**src/rtl/fxp_seq_divider.sv**
```systemverilog
// Sequential signed fixed-point divider (val = a / b, shared Q format with FBITS
// fractional bits); restoring long division, one quotient bit per clock.
module fxp_seq_divider #(
  parameter int WIDTH = 32,
  parameter int FBITS = 8
) (
  input  logic             clk,
  input  logic             rst,
  input  logic             start,
  input  logic [WIDTH-1:0] a,
  input  logic [WIDTH-1:0] b,
  output logic             busy,
  output logic             done,
  output logic             valid,
  output logic             dbz,
  output logic [WIDTH-1:0] val
);

  localparam int N  = WIDTH + FBITS;
  localparam int CW = $clog2(N + 1);

  // Handshake: start is honoured only in IDLE. busy rises on the accepting edge
  // and falls on the edge that raises done. done is a single-cycle pulse.
  // val/valid/dbz hold until the next accepted start, which clears valid and dbz.
  typedef enum logic [1:0] {IDLE, CALC, FIN, DZ} state_t;

  state_t           state, state_nx;
  logic [N-1:0]     dvd_r;
  logic [N-1:0]     quo_r;
  logic [WIDTH:0]   rem_r;
  logic [WIDTH-1:0] dsr_r;
  logic             sign_r;
  logic [CW-1:0]    cnt_r;

  logic [WIDTH-1:0] abs_a, abs_b;
  logic [WIDTH:0]   rem_sh, rem_sub;
  logic             ge;
  logic             ovf;
  logic [WIDTH-1:0] q_lo, val_nx;

  // Magnitudes as unsigned WIDTH-bit values, so the most negative input maps to 2^(WIDTH-1).
  assign abs_a = a[WIDTH-1] ? (~a + 1'b1) : a;
  assign abs_b = b[WIDTH-1] ? (~b + 1'b1) : b;

  assign rem_sh  = {rem_r[WIDTH-1:0], dvd_r[N-1]};
  assign ge      = (rem_sh >= {1'b0, dsr_r});
  assign rem_sub = rem_sh - {1'b0, dsr_r};

  // A negative result may reach magnitude 2^(WIDTH-1); a positive one may not.
  assign q_lo   = quo_r[WIDTH-1:0];
  assign ovf    = (|quo_r[N-1:WIDTH]) | (quo_r[WIDTH-1] & (~sign_r | (|quo_r[WIDTH-2:0])));
  assign val_nx = sign_r ? (~q_lo + 1'b1) : q_lo;

  always_ff @(posedge clk or posedge rst) begin
    if (rst) state <= IDLE;
    else     state <= state_nx;
  end

  always_comb begin
    state_nx = state;
    unique case (state)
      IDLE: if (start) state_nx = (b == '0) ? DZ : CALC;
      CALC: if (cnt_r == CW'(N - 1)) state_nx = FIN;
      FIN:  state_nx = IDLE;
      DZ:   state_nx = IDLE;
      default: state_nx = IDLE;
    endcase
  end

  always_ff @(posedge clk or posedge rst) begin
    if (rst) begin
      busy   <= 1'b0;
      done   <= 1'b0;
      valid  <= 1'b0;
      dbz    <= 1'b0;
      val    <= '0;
      dvd_r  <= '0;
      quo_r  <= '0;
      rem_r  <= '0;
      dsr_r  <= '0;
      sign_r <= 1'b0;
      cnt_r  <= '0;
    end else begin
      done <= 1'b0;
      unique case (state)
        IDLE: begin
          if (start) begin
            busy   <= 1'b1;
            valid  <= 1'b0;
            dbz    <= 1'b0;
            sign_r <= a[WIDTH-1] ^ b[WIDTH-1];
            dvd_r  <= {abs_a, {FBITS{1'b0}}};
            dsr_r  <= abs_b;
            rem_r  <= '0;
            quo_r  <= '0;
            cnt_r  <= '0;
          end
        end
        CALC: begin
          rem_r <= ge ? rem_sub : rem_sh;
          quo_r <= {quo_r[N-2:0], ge};
          dvd_r <= {dvd_r[N-2:0], 1'b0};
          cnt_r <= cnt_r + CW'(1);
        end
        FIN: begin
          done  <= 1'b1;
          busy  <= 1'b0;
          valid <= ~ovf;
          val   <= ovf ? '0 : val_nx;
        end
        DZ: begin
          done  <= 1'b1;
          busy  <= 1'b0;
          dbz   <= 1'b1;
          valid <= 1'b0;
          val   <= '0;
        end
        default: ;
      endcase
    end
  end

endmodule

```
**config.mk**
```make
export PLATFORM = sky130hd
export DESIGN_NAME = fxp_seq_divider
export DESIGN_NICKNAME = d
export VERILOG_FILES = /design/src/rtl/fxp_seq_divider.sv
export SDC_FILE = /design/constraint.sdc
export NUM_CORES = 1
export LEC_CHECK = 0
export ABC_AREA = 1
export BUFFER_PORTS_ARGS = -buffer_cell sky130_fd_sc_hd__buf_2
export CORE_MARGIN = 4
export CORE_UTILIZATION = 30
export CTS_CLUSTER_DIAMETER = 100
export CTS_CLUSTER_SIZE = 12
export DETAILED_ROUTE_END_ITERATION = 10
export GPL_TIMING_DRIVEN = 0
export PLACE_DENSITY = 0.49
export SYNTH_ARGS = -nofsm -noshare
export SYNTH_HDL_FRONTEND = slang
export SYNTH_SLANG_ARGS = --single-unit
```
**constraint.sdc**
```tcl
create_clock -name clk -period 17 [get_ports clk]
set_input_delay 1.7 -clock clk [delete_from_list [all_inputs] [get_ports clk]]
set_output_delay 1.7 -clock clk [all_outputs]
set_load 0.02 [all_outputs]
```
; ---- After elaboration in Yosys (flattened, before gate mapping)
; Index checks and enable logic that the tools add are counted.
[classes]
add_sub_neg = 5
n_lt_le_gt_ge = 1
eq_ne = 6
muxes = 24
bitwise_logic = 9
reduce_logical = 16
[op_table]
columns = operator, count
row1 = 32-bit two-way mux, 6
row2 = 40-bit case mux with 2 select lines, 2
row3 = 32-bit case mux with 2 select lines, 2
row4 = "32-bit by 1-bit adder with 32-bit output, second input constant", 3
row5 = 32-bit NOT, 3
row6 = 40-bit two-way mux, 2
row7 = 33-bit by 32-bit greater-or-equal comparator with 1-bit output, 1
row8 = 32-bit logical NOT, 1
row9 = 32-bit subtractor, 1
row10 = 31-bit OR reduction, 1
row11 = 6-bit case mux with 2 select lines, 1
row12 = 2-bit AND reduction, 6
row13 = 2-bit nonzero test, 4
row14 = 8-bit OR reduction, 1
row15 = "6-bit by 1-bit adder with 6-bit output, second input constant", 1
row16 = "6-bit equality test, second input constant", 1
row17 = 2-bit two-way mux, 3
row18 = 6-bit two-way mux, 1
row19 = 2-bit case mux with 3 select lines, 1
row20 = "2-bit equality test, second input constant", 2
row21 = "2-bit inequality test, second input constant", 2
row22 = 1-bit case mux with 2 select lines, 2
row23 = 1-bit two-way mux, 3
row24 = 1-bit case mux with 3 select lines, 1
row25 = 8 further kinds, 10
[totals]
regBits = 189
inputBits = 67
out_inout_bits = 36

; ---- Logic depth before layout (Yosys ltp)
[depth]
depth_word = 6
mapped_depth = 16
ltp_nobuf = 16

; ---- Worst setup path before layout
; No wires, ideal clock.
[synth_timing]
path_kind = input to register
startpoint = input port b[0]
endpoint = register dsr_r[16]
arrival_ns = 2.841
t_required_ns = 16.867
slack_ns = 14.026
stages = 8
n_path_buf = 0
cell_sequence = inv_1 > ha_1 > nand3_1 > nor2_1 > nand4_1 > o21ai_0 > xor2_1 > o21ai_0
[synth_via]
elab_chain_cells = 3
[synth_lines]
columns = item, line
row1 = from (decl), 11  ; input logic [WIDTH-1:0] b,
row2 = 32-bit NOT, 43  ; assign abs_b = b[WIDTH-1] ? (~b + 1'b1) : b;
row3 = 32-bit by 1-bit adder with 32-bit output, 43
row4 = 32-bit two-way mux, 43
row5 = to (signal assigned), 93  ; dsr_r <= abs_b;
row6 = to (decl), 31  ; logic [WIDTH-1:0] dsr_r;
; Every way passes these cells.
; A chain may end at the register's enable or synchronous reset.

; ---- Worst setup path in the final report
[layout_timing]
startpoint = input port b[0]
endpoint = register dsr_r[30]
; The elaborated chain is that of the path after synthesis.

==> metrics <==
VDD IR-drop max between 60 and 70 uV; minimum clock period 3290 ps; power density over cell area approximately 220 nW/um^2; leakage power between 7 and 8 nW; R2R setup slack about 14000 ps; Worst Reg-to-Reg Cells 13; die area ~45000 sq um; Post-Layout Inst Area ~14000 sq um; Port-buffer cells a little over 100; CP Cell Sequence buf_2 -> inv_1 -> ha_1 -> nand3_1 -> nor2_1 -> inv_1 -> nor2_1 -> nand3_1 -> nand2_1 -> a21oi_1 -> o21ai_0 -> o21ai_0; vias in the first global route between 10k and 15k; FP Rows between 70 and 80; total power 3.18 mW; Comb pwr share 0.639; final worst setup slack around 14000 ps; H-tree levels 4; nature of the critical path startpoint input port; Worst Path Required approximately 17000 ps; largest net degree at the start of global routing 121; clk buf depth 2; Synth cell types 46; f_max between 300 and 400 MHz; first-pass GRT wire length between 60000 and 70000 um; Worst R2R Start rem_r[1]$_DFFE_PP0P_; Warnings, synthesis 0; number of fill cells in the layout about 4.5k; Max Slew Vio Count 0; most common cell after layout, fill and taps aside nand2_1; CP arrival around 3600 ps; WL/cell about 16 um; Clk pwr share 0.134; Synth Register Bits between 150 and 200; Slew HR 0.389; Final Cycle Share 0.194; number of synthesized flops with an enable pin 0; final count of hold timing violations 0; antenna violations before repair 5; Syn-to-layout area delta 14.6%; Hold Path Depth 2; unrepaired setup endpoints after global routing no; net switching power about 1.6 mW; CTS tree built; Placement Cell Area roughly 14000 sq um; CTS Hold Bufs 0; outcome finished clean; DR pass1 iterations 5; worst hold slack 479 ps; clock sinks between 150 and 200; proportion of layout cells with a drive suffix above 1 0.0938; Net Sw Frac 0.514; CP delay by family, top simple AND/OR/NAND/NOR gates; # DRC 0; # IOs roughly 100; final wirelength around 41000 um; Tot GR Track Use 0.184; Worst path max stage delay 280 ps; end of the worst register-to-register path rem_r[23]$_DFFE_PP0P_; Worst Hold Class reg -> reg; Post-CTS Setup Inserts 0; Die Wd approximately 210 um; startpoint of the worst hold path val[25]$_DFFE_PP0N_; post-synthesis sequential area ratio 0.363; WP buf/inv 3; register area between 4000 and 5000 sq um; Setup TNS 0 ps; Layout Nets 2065; Congestion Overflow GR 0; CTS resizes 0; number of diodes 0; core box area between 40000 and 50000 sq um; DRT iter0 DRCs roughly 770; Cell Int Power approximately 1.5 mW; Mapped Cells 1839; Worst-path clk slew 70 ps; setup violators final 0; Die Ht 212 um; Setup WS pre-CTS 13230 ps; syn_nets about 1.9k; Synth Flop Type dfrtp_1; Crit. End Element register; kind of critical path in -> reg; CTS buffer count 17; via count 12.1k; slowest stage cell, crit path o21ai_0; max_cap viols 0; gpl congestion between 0.8 and 0.9; sequential fraction of design power 0.227; Async SR Flop Fraction 1.00; multi-input logic area approximately 6700 sq um; via density per instance between 4 and 5; worst hold path endpoint val[25]$_DFFE_PP0N_; Worst-Skew Late Latency approximately 450 ps; Routed Antenna Nets 0; Clock Tree Root clkbuf_16; post-synthesis cell area roughly 12000 sq um; worst slew pin tran ~900 ps; Layout Skew 11.8 ps; worst-path fanout max 4; Synth Area per Inst just under 7 sq um; initial cell density of the core 0.304; commonest cells after routing, fill and taps aside nand2_1, inv_1, dfrtp_1; Final HPWL DP between 30000 and 40000 um
-- cell type report --
type	count	area share
Clock inverter	11	0.0121
Timing Repair Buffer	103	0.0376
Multi-Input combinational cell	1341	0.468
Tap cell	532	0.0465
Buffer	59	0.0196
Sequential cell	181	0.317
Inverter	258	0.0682
Clock buffer	19	0.0310
-- state kept, by name, summed over array words and instances, names as in the netlist --
signal	count
quo_r	40
state	2
dvd_r	32
busy	1
cnt_r	6
val	32
valid	1
dbz	1
sign_r	1
done	1
rem_r	32
dsr_r	32
-- worst max path at each step --
| stage | start | endpoint | cells past startpoint |
|---|---|---|---|
| final | b[0] | dsr_r[30]$_DFFE_PP0P_ | 12 |
| after global routing | b[0] | dsr_r[30]$_DFFE_PP0P_ | 12 |
| after CTS | b[0] | dsr_r[30]$_DFFE_PP0P_ | 12 |
| after detailed placement | b[0] | dsr_r[30]$_DFFE_PP0P_ | 12 |
| after global placement | rst | dsr_r[6]$_DFFE_PP0P_ | 2 |
| after floorplan | rst | busy$_DFFE_PP0P_ | 1 |
-- through the flow --
step                       util  instances
after global routing      0.349       2504
after global placement    0.333       2473
after detailed placement  0.334       2474
after CTS                 0.349       2504
after floorplan               -       1839
final                     0.349       2504
-- Yosys cell counts, types with 5 or more instances --
cell / count / area share
a21oi_1: 30 / 0.012
a22o_1: 5 / 0.0035
a22oi_1: 28 / 0.017
buf_2: 23 / 0.0092
clkbuf_1: 30 / 0.0090
dfrtp_1: 181 / 0.36
ha_1: 36 / 0.036
inv_1: 252 / 0.076
inv_2: 5 / 0.0015
nand2_1: 589 / 0.18
nand2_2: 5 / 0.0025
nand3_1: 145 / 0.058
nand3b_1: 30 / 0.018
nand4_1: 24 / 0.012
nor2_1: 172 / 0.052
nor3_1: 13 / 0.0052
nor4_1: 5 / 0.0025
o21ai_0: 102 / 0.041
o22ai_1: 46 / 0.023
o31ai_1: 5 / 0.0030
xnor2_1: 17 / 0.012
xor2_1: 54 / 0.038
-- routing by layer --
metal | vias up | global-route usage | wire, um
li1 | 6145 | - | -
met1 | 5656 | 0.258 | 20100
met2 | 236 | 0.291 | 18200
met3 | 54 | 0.0328 | 1590
met4 | 10 | 0.0554 | 917
met5 | - | 0 | 69
-- power by group through the flow --
stage | clock [mW] | sequential (mW) | combinational [mW]
after floorplan | 0 | 0.740 | 1.44
after global placement | 0 | 0.727 | 2.02
after detailed placement | 0 | 0.728 | 2.03
after CTS | 0.438 | 0.723 | 2.04
after global routing | 0.452 | 0.745 | 2.32
final | 0.427 | 0.723 | 2.03
-- cell families (layout without fill, tap and decap cells) --
| logic type | count (synthesis) | count (layout) | synth area share |
|---|---|---|---|
| simple gates | 996 | 996 | 0.336 |
| fa+ha+maj | 37 | 37 | 0.0377 |
| xor+xnor | 71 | 71 | 0.0498 |
| compound gates | 236 | 236 | 0.112 |
| buf+inv | 317 | 450 | 0.100 |
| mux | 1 | 1 | 0.000802 |
| flops | 181 | 181 | 0.363 |
-- worst reg2reg max path, stage by stage (launching register included) --
cell	delay (ps)
dfrtp_1	390
ha_1	400
nand2_1	180
nor2_1	190
nand3_1	130
nand3_2	150
nand2_2	70
nand2_2	80
nand2_2	190
nand2_4	210
buf_6	180
nand2_1	140
nand2_1	100
nand2_1	50
Note: power is estimated with default switching activity, not from simulation.
